--- config.mk ---
export PLATFORM = sky130hd
export DESIGN_NAME = shift_seq_ctrl
export DESIGN_NICKNAME = d
export VERILOG_FILES = /design/src/rtl/shift_pkg.sv /design/src/rtl/shift_step.sv /design/src/rtl/shift_seq_ctrl.sv
export SDC_FILE = /design/constraint.sdc
export NUM_CORES = 1
export LEC_CHECK = 0
export CAP_MARGIN = 20
export CORE_MARGIN = 8
export CORE_UTILIZATION = 50
export DETAILED_ROUTE_END_ITERATION = 8
export PLACE_DENSITY = 0.79
export SYNTH_ARGS = -nofsm -noshare
export SYNTH_HDL_FRONTEND = slang
export SYNTH_HIERARCHICAL = 1
export SYNTH_SLANG_ARGS = --single-unit
export TNS_END_PERCENT = 5
--- constraint.sdc ---
create_clock -name clk -period 3.6 [get_ports clk]
set_input_delay 0.54 -clock clk [delete_from_list [all_inputs] [get_ports clk]]
set_output_delay 0.54 -clock clk [all_outputs]
set_load 0.05 [all_outputs]
--- src/rtl/shift_pkg.sv ---
// Shared opcodes, controller state encoding and effective-count helper for shift_seq_ctrl.
package shift_pkg;

    localparam logic [2:0] OP_LSR = 3'd0;
    localparam logic [2:0] OP_ASR = 3'd1;
    localparam logic [2:0] OP_LSL = 3'd2;
    localparam logic [2:0] OP_ROR = 3'd3;
    localparam logic [2:0] OP_ROL = 3'd4;

    typedef enum logic [1:0] {
        IDLE  = 2'd0,
        SHIFT = 2'd1,
        DONE  = 2'd2
    } state_e;

    function automatic logic op_legal(input logic [2:0] op);
        return op <= OP_ROL;
    endfunction

    // Shifts saturate at the operand width; rotates wrap modulo the width.
    function automatic int unsigned eff_count(input logic [2:0] op,
                                              input int unsigned amt,
                                              input int unsigned width);
        int unsigned n;
        case (op)
            OP_LSR, OP_ASR, OP_LSL: n = (amt > width) ? width : amt;
            OP_ROR, OP_ROL:         n = amt % width;
            default:                n = 0;
        endcase
        return n;
    endfunction

endpackage

--- src/rtl/shift_step.sv ---
// Single-bit shift/rotate step: next datapath value and the bit that leaves it.
module shift_step
    import shift_pkg::*;
#(
    parameter int unsigned WIDTH = 8
) (
    input  logic [2:0]       op_i,
    input  logic [WIDTH-1:0] d_i,
    output logic [WIDTH-1:0] d_o,
    output logic             bit_o
);

    always_comb begin
        d_o   = d_i;
        bit_o = 1'b0;
        case (op_i)
            OP_LSR: begin
                d_o   = {1'b0, d_i[WIDTH-1:1]};
                bit_o = d_i[0];
            end
            OP_ASR: begin
                d_o   = {d_i[WIDTH-1], d_i[WIDTH-1:1]};
                bit_o = d_i[0];
            end
            OP_LSL: begin
                d_o   = {d_i[WIDTH-2:0], 1'b0};
                bit_o = d_i[WIDTH-1];
            end
            OP_ROR: begin
                d_o   = {d_i[0], d_i[WIDTH-1:1]};
                bit_o = d_i[0];
            end
            OP_ROL: begin
                d_o   = {d_i[WIDTH-2:0], d_i[WIDTH-1]};
                bit_o = d_i[WIDTH-1];
            end
            default: begin
                d_o   = d_i;
                bit_o = 1'b0;
            end
        endcase
    end

endmodule

--- src/rtl/shift_seq_ctrl.sv ---
// Multi-cycle serial shift/rotate sequencer: one bit step per clock, valid/ready on both sides.
module shift_seq_ctrl
    import shift_pkg::*;
#(
    parameter int unsigned WIDTH = 8,
    parameter int unsigned AMT_W = 4
) (
    input  logic             clk,
    input  logic             rst_n,
    input  logic             in_valid,
    output logic             in_ready,
    input  logic [2:0]       in_op,
    input  logic [AMT_W-1:0] in_amt,
    input  logic [WIDTH-1:0] in_data,
    output logic             out_valid,
    input  logic             out_ready,
    output logic [WIDTH-1:0] out_data,
    output logic             out_zero,
    output logic             out_carry,
    output logic             out_err
);

    localparam int unsigned CNT_W = $clog2(WIDTH + 1);

    state_e             state_q, state_d;
    logic [WIDTH-1:0]   data_q, data_d;
    logic [2:0]         op_q, op_d;
    logic [CNT_W-1:0]   cnt_q, cnt_d;
    logic               carry_q, carry_d;
    logic               err_q, err_d;
    logic               in_ready_q;
    logic               out_valid_q;

    logic [CNT_W-1:0]   eff_cnt;
    logic [WIDTH-1:0]   step_data;
    logic               step_bit;

    assign eff_cnt = CNT_W'(eff_count(in_op, 32'(in_amt), WIDTH));

    shift_step #(.WIDTH(WIDTH)) u_step (
        .op_i  (op_q),
        .d_i   (data_q),
        .d_o   (step_data),
        .bit_o (step_bit)
    );

    // Next-state and datapath update.
    always_comb begin
        state_d = state_q;
        data_d  = data_q;
        op_d    = op_q;
        cnt_d   = cnt_q;
        carry_d = carry_q;
        err_d   = err_q;
        case (state_q)
            IDLE: begin
                if (in_valid) begin
                    data_d  = in_data;
                    op_d    = in_op;
                    cnt_d   = eff_cnt;
                    carry_d = 1'b0;
                    err_d   = !op_legal(in_op);
                    state_d = (eff_cnt != '0) ? SHIFT : DONE;
                end
            end
            SHIFT: begin
                data_d  = step_data;
                carry_d = step_bit;
                cnt_d   = cnt_q - CNT_W'(1);
                if (cnt_q == CNT_W'(1)) begin
                    state_d = DONE;
                end
            end
            DONE: begin
                if (out_ready) begin
                    state_d = IDLE;
                end
            end
            default: state_d = IDLE;
        endcase
    end

    always_ff @(posedge clk or negedge rst_n) begin
        if (!rst_n) begin
            state_q     <= IDLE;
            data_q      <= '0;
            op_q        <= OP_LSR;
            cnt_q       <= '0;
            carry_q     <= 1'b0;
            err_q       <= 1'b0;
            in_ready_q  <= 1'b1;
            out_valid_q <= 1'b0;
        end else begin
            state_q     <= state_d;
            data_q      <= data_d;
            op_q        <= op_d;
            cnt_q       <= cnt_d;
            carry_q     <= carry_d;
            err_q       <= err_d;
            in_ready_q  <= (state_d == IDLE);
            out_valid_q <= (state_d == DONE);
        end
    end

    assign in_ready  = in_ready_q;
    assign out_valid = out_valid_q;
    assign out_data  = data_q;
    assign out_zero  = ~|data_q;
    assign out_carry = carry_q;
    assign out_err   = err_q;

endmodule
==> results.cfg <==
[sta]
finalHoldViolCount = 0
fin_worst_skew_ns = 0.01523
slew_headroom = 0.4326
fin_setup_tns_ns = 0
rsz0062_at_grt = no
hold_ws_ns = 0.4822
fmax_ghz = 0.3583
fin_crit_sh = 0.7753
worstMarginPinSlew_ns = 0.8511
worst_slack_ns = 0.8088
setup_viol = 0
slew_viol_final = 0
period_minus_slack_ns = 2.791

[global_route]
grt_max_degree = 30
grt_antenna_before_repair = 0
grt_pass1_vias = 1458
grt-ovfl-total = 0
grt_pass1_wl_mm = 6.810
grt_usage = 0.1637

[clock_network]
clk_pin_slew_worst_paths_ns = 0.13
clk_latency_ns = 0.31
cts_buffers = 3
clock_sinks = 21
post-cts-setup-buffer-count = 0
cts_tree = done
root_buffer = clkbuf_4
ctsResizeCount = 0
cts_hold_buf = 0
htreeDepth = 1
clockBufferDepth = 2

[route]
dr.first_iter.drc_count = 146
routed_wl_mm = 3.976
wl_met1_mm = 1.758
dr_wl_met3_um = 148
vias = 1477
ant_nets = 0
routedWlPerCell_um = 16.85
maxUsedRoutingLayer = met4
drc = 0
via_per_inst = 6.258
firstDrtPassIters = 4
met2_wirelength_mm = 2.014

[setup_path]
reg2reg_from = op_q[2]$_DFFE_PN0P_
r2r_slack_ns = 1.72
crit_path_end_kind = primary output
cp_data_arrival_time_ns = 2.25
worst_ep_required_time_ns = 3.06
timing.rr.end = out_data[6]$_DFFE_PN0P_
cp-start-kind = flip-flop
cp_slowest_cell = clkdlybuf4s50_1
cp_max_fo = 10
path_cells = or4_1, nor2_1, clkdlybuf4s50_1
max_stage_delay_ns = 0.81
rr_worst_depth = 5
critical_path_class = flip-flop to primary output

[logic_synthesis]
synth_top_area_cell = dfrtp_1
synth_mux_area_frac = 0.02007
ys_seq_area_frac = 0.3520
synth_edf_count = 0
synthesis.area_um2 = 1496
synth_xor_area_frac = 0
ys_top_cells_by_area = dfrtp_1 (33%), a22oi_1 (8.5%), nand2_1 (5.0%)
synthAdderAreaFrac = 0.01672
yosys.area_share.simple = 0.2199
synth_nets = 199
ys_seq_elements = 21
synthArstFlopShare = 1.000
synth_ff_type = dfrtp_1
yosys_warnings = 6
synth_compound_gate_area_share = 0.3202
syn_inst = 178
synth_top_area_frac = 0.3344
synth_top_family_by_area = compound AO/OA/AOI/OAI gates
synth_cell_types = 49
synth_area_per_cell_um2 = 8.407

[placement]
dpl.hpwl_mm = 2.907
dp_worst_setup_slack_ns = 1.160
post-place-cells = 231
port_buffers = 31
post_dp_cell_area_um2 = 1779
place_congestion = 0.8370

[final_layout]
area_growth_syn_to_layout_pct = 21.74
fin_cells = 236
antenna_cells = 0
fin_area_um2 = 1822
fin_nets = 225
final_layout_size_suffix_gt1_frac = 0.06404
final_common_cell = clkdlybuf4s50_1
postLayoutCoreUtil = 0.6169
mostFrequentLayoutCells = clkdlybuf4s50_1 (31), nand2_1 (20), dfrtp_1 (20)

[power]
powerDensity_nw_per_um2 = 997.3
ir_worst_vdd_mv = 0.4890
finalPower_mw = 1.817
p_leak_nw = 0.7271

[outcome]
outcome = finished, final reports clean

[worst_hold_path]
hp-class = input pin to asynchronous set/reset pin

[run]
drv_cap = 0

[die]
initial_core_util = 0.5068
ioPinCount = 32
die_y_um = 70.71
rows = 20
core_area_um2 = 2953
design.die.area_um2 = 4999
chipWidth_um = 70.71
[report_power, final]
part           switching (mW)  internal [mW]  total, mW
Sequential              0.267          0.353      0.620
Clock                  0.0764         0.0414      0.118
Combinational           0.609          0.471       1.08
Total                   0.952          0.865       1.82
[synth_stat cells (3+ instances only)]
cell,n
o21ai_0,10
mux2i_1,3
nor2b_1,5
and3_1,4
nand2_1,20
a21oi_1,5
inv_1,7
o21ai_1,14
nor3b_1,3
o22ai_1,3
a22oi_1,17
buf_2,7
nand2b_1,7
dfrtp_1,20
nand3_1,7
[layout make-up]
type                       count  area [µm²]
clock inverter                 1       5.005
inverter                       8       30.03
tap                           33       41.29
clock buffer                   3       22.52
sequential                    21       526.8
multi-input combinational    137       863.3
timing repair buffer          33       332.8
fill                         266        1131
[cells by family (layout without fill, tap and decap cells)]
| group | after synthesis | in the layout |
|---|---|---|
| adder cells (fa/ha/maj) | 2 | 2 |
| buffers and inverters | 20 | 45 |
| flip-flops | 21 | 21 |
| multiplexers | 3 | 3 |
| AND/OR/NAND/NOR | 61 | 61 |
| AO/OA/AOI/OAI | 71 | 71 |
[worst max path at each step]
stage | startpoint | endpoint | slack [ns] | cells past startpoint
2_1_floorplan | out_data[5]$_DFFE_PN0P_ | out_zero | 1.22 | 2
3_3_place_gp | out_data[0]$_DFFE_PN0P_ | out_zero | 1.18 | 3
3_5_place_dp | out_data[0]$_DFFE_PN0P_ | out_zero | 1.16 | 3
4_1_cts | out_data[0]$_DFFE_PN0P_ | out_zero | 0.79 | 3
5_1_grt | out_data[0]$_DFFE_PN0P_ | out_zero | 0.67 | 3
6_report | out_data[0]$_DFFE_PN0P_ | out_zero | 0.81 | 3
[metal layers]
layer  vias to the layer above  track usage
li1                        717            -
met1                       724       0.1943
met2                        30       0.2842
met3                         6      0.03390
met4                         0      0.05543
met5                         -            0
[registers in the layout (all words and copies together) (netlist names)]
name	cells
out_data	8
cnt_q	4
op_q	3
state_q	2
in_ready	1
out_carry	1
out_err	1
out_valid	1
[worst max-delay path, delay by kind of cell, from the launching register on]
kind	cells	cell delay, ns
buffers and inverters	1	0.81
AND/OR/NAND/NOR	2	0.64
flip-flops	1	0.50
Note: power is estimated with default switching activity, not from simulation.
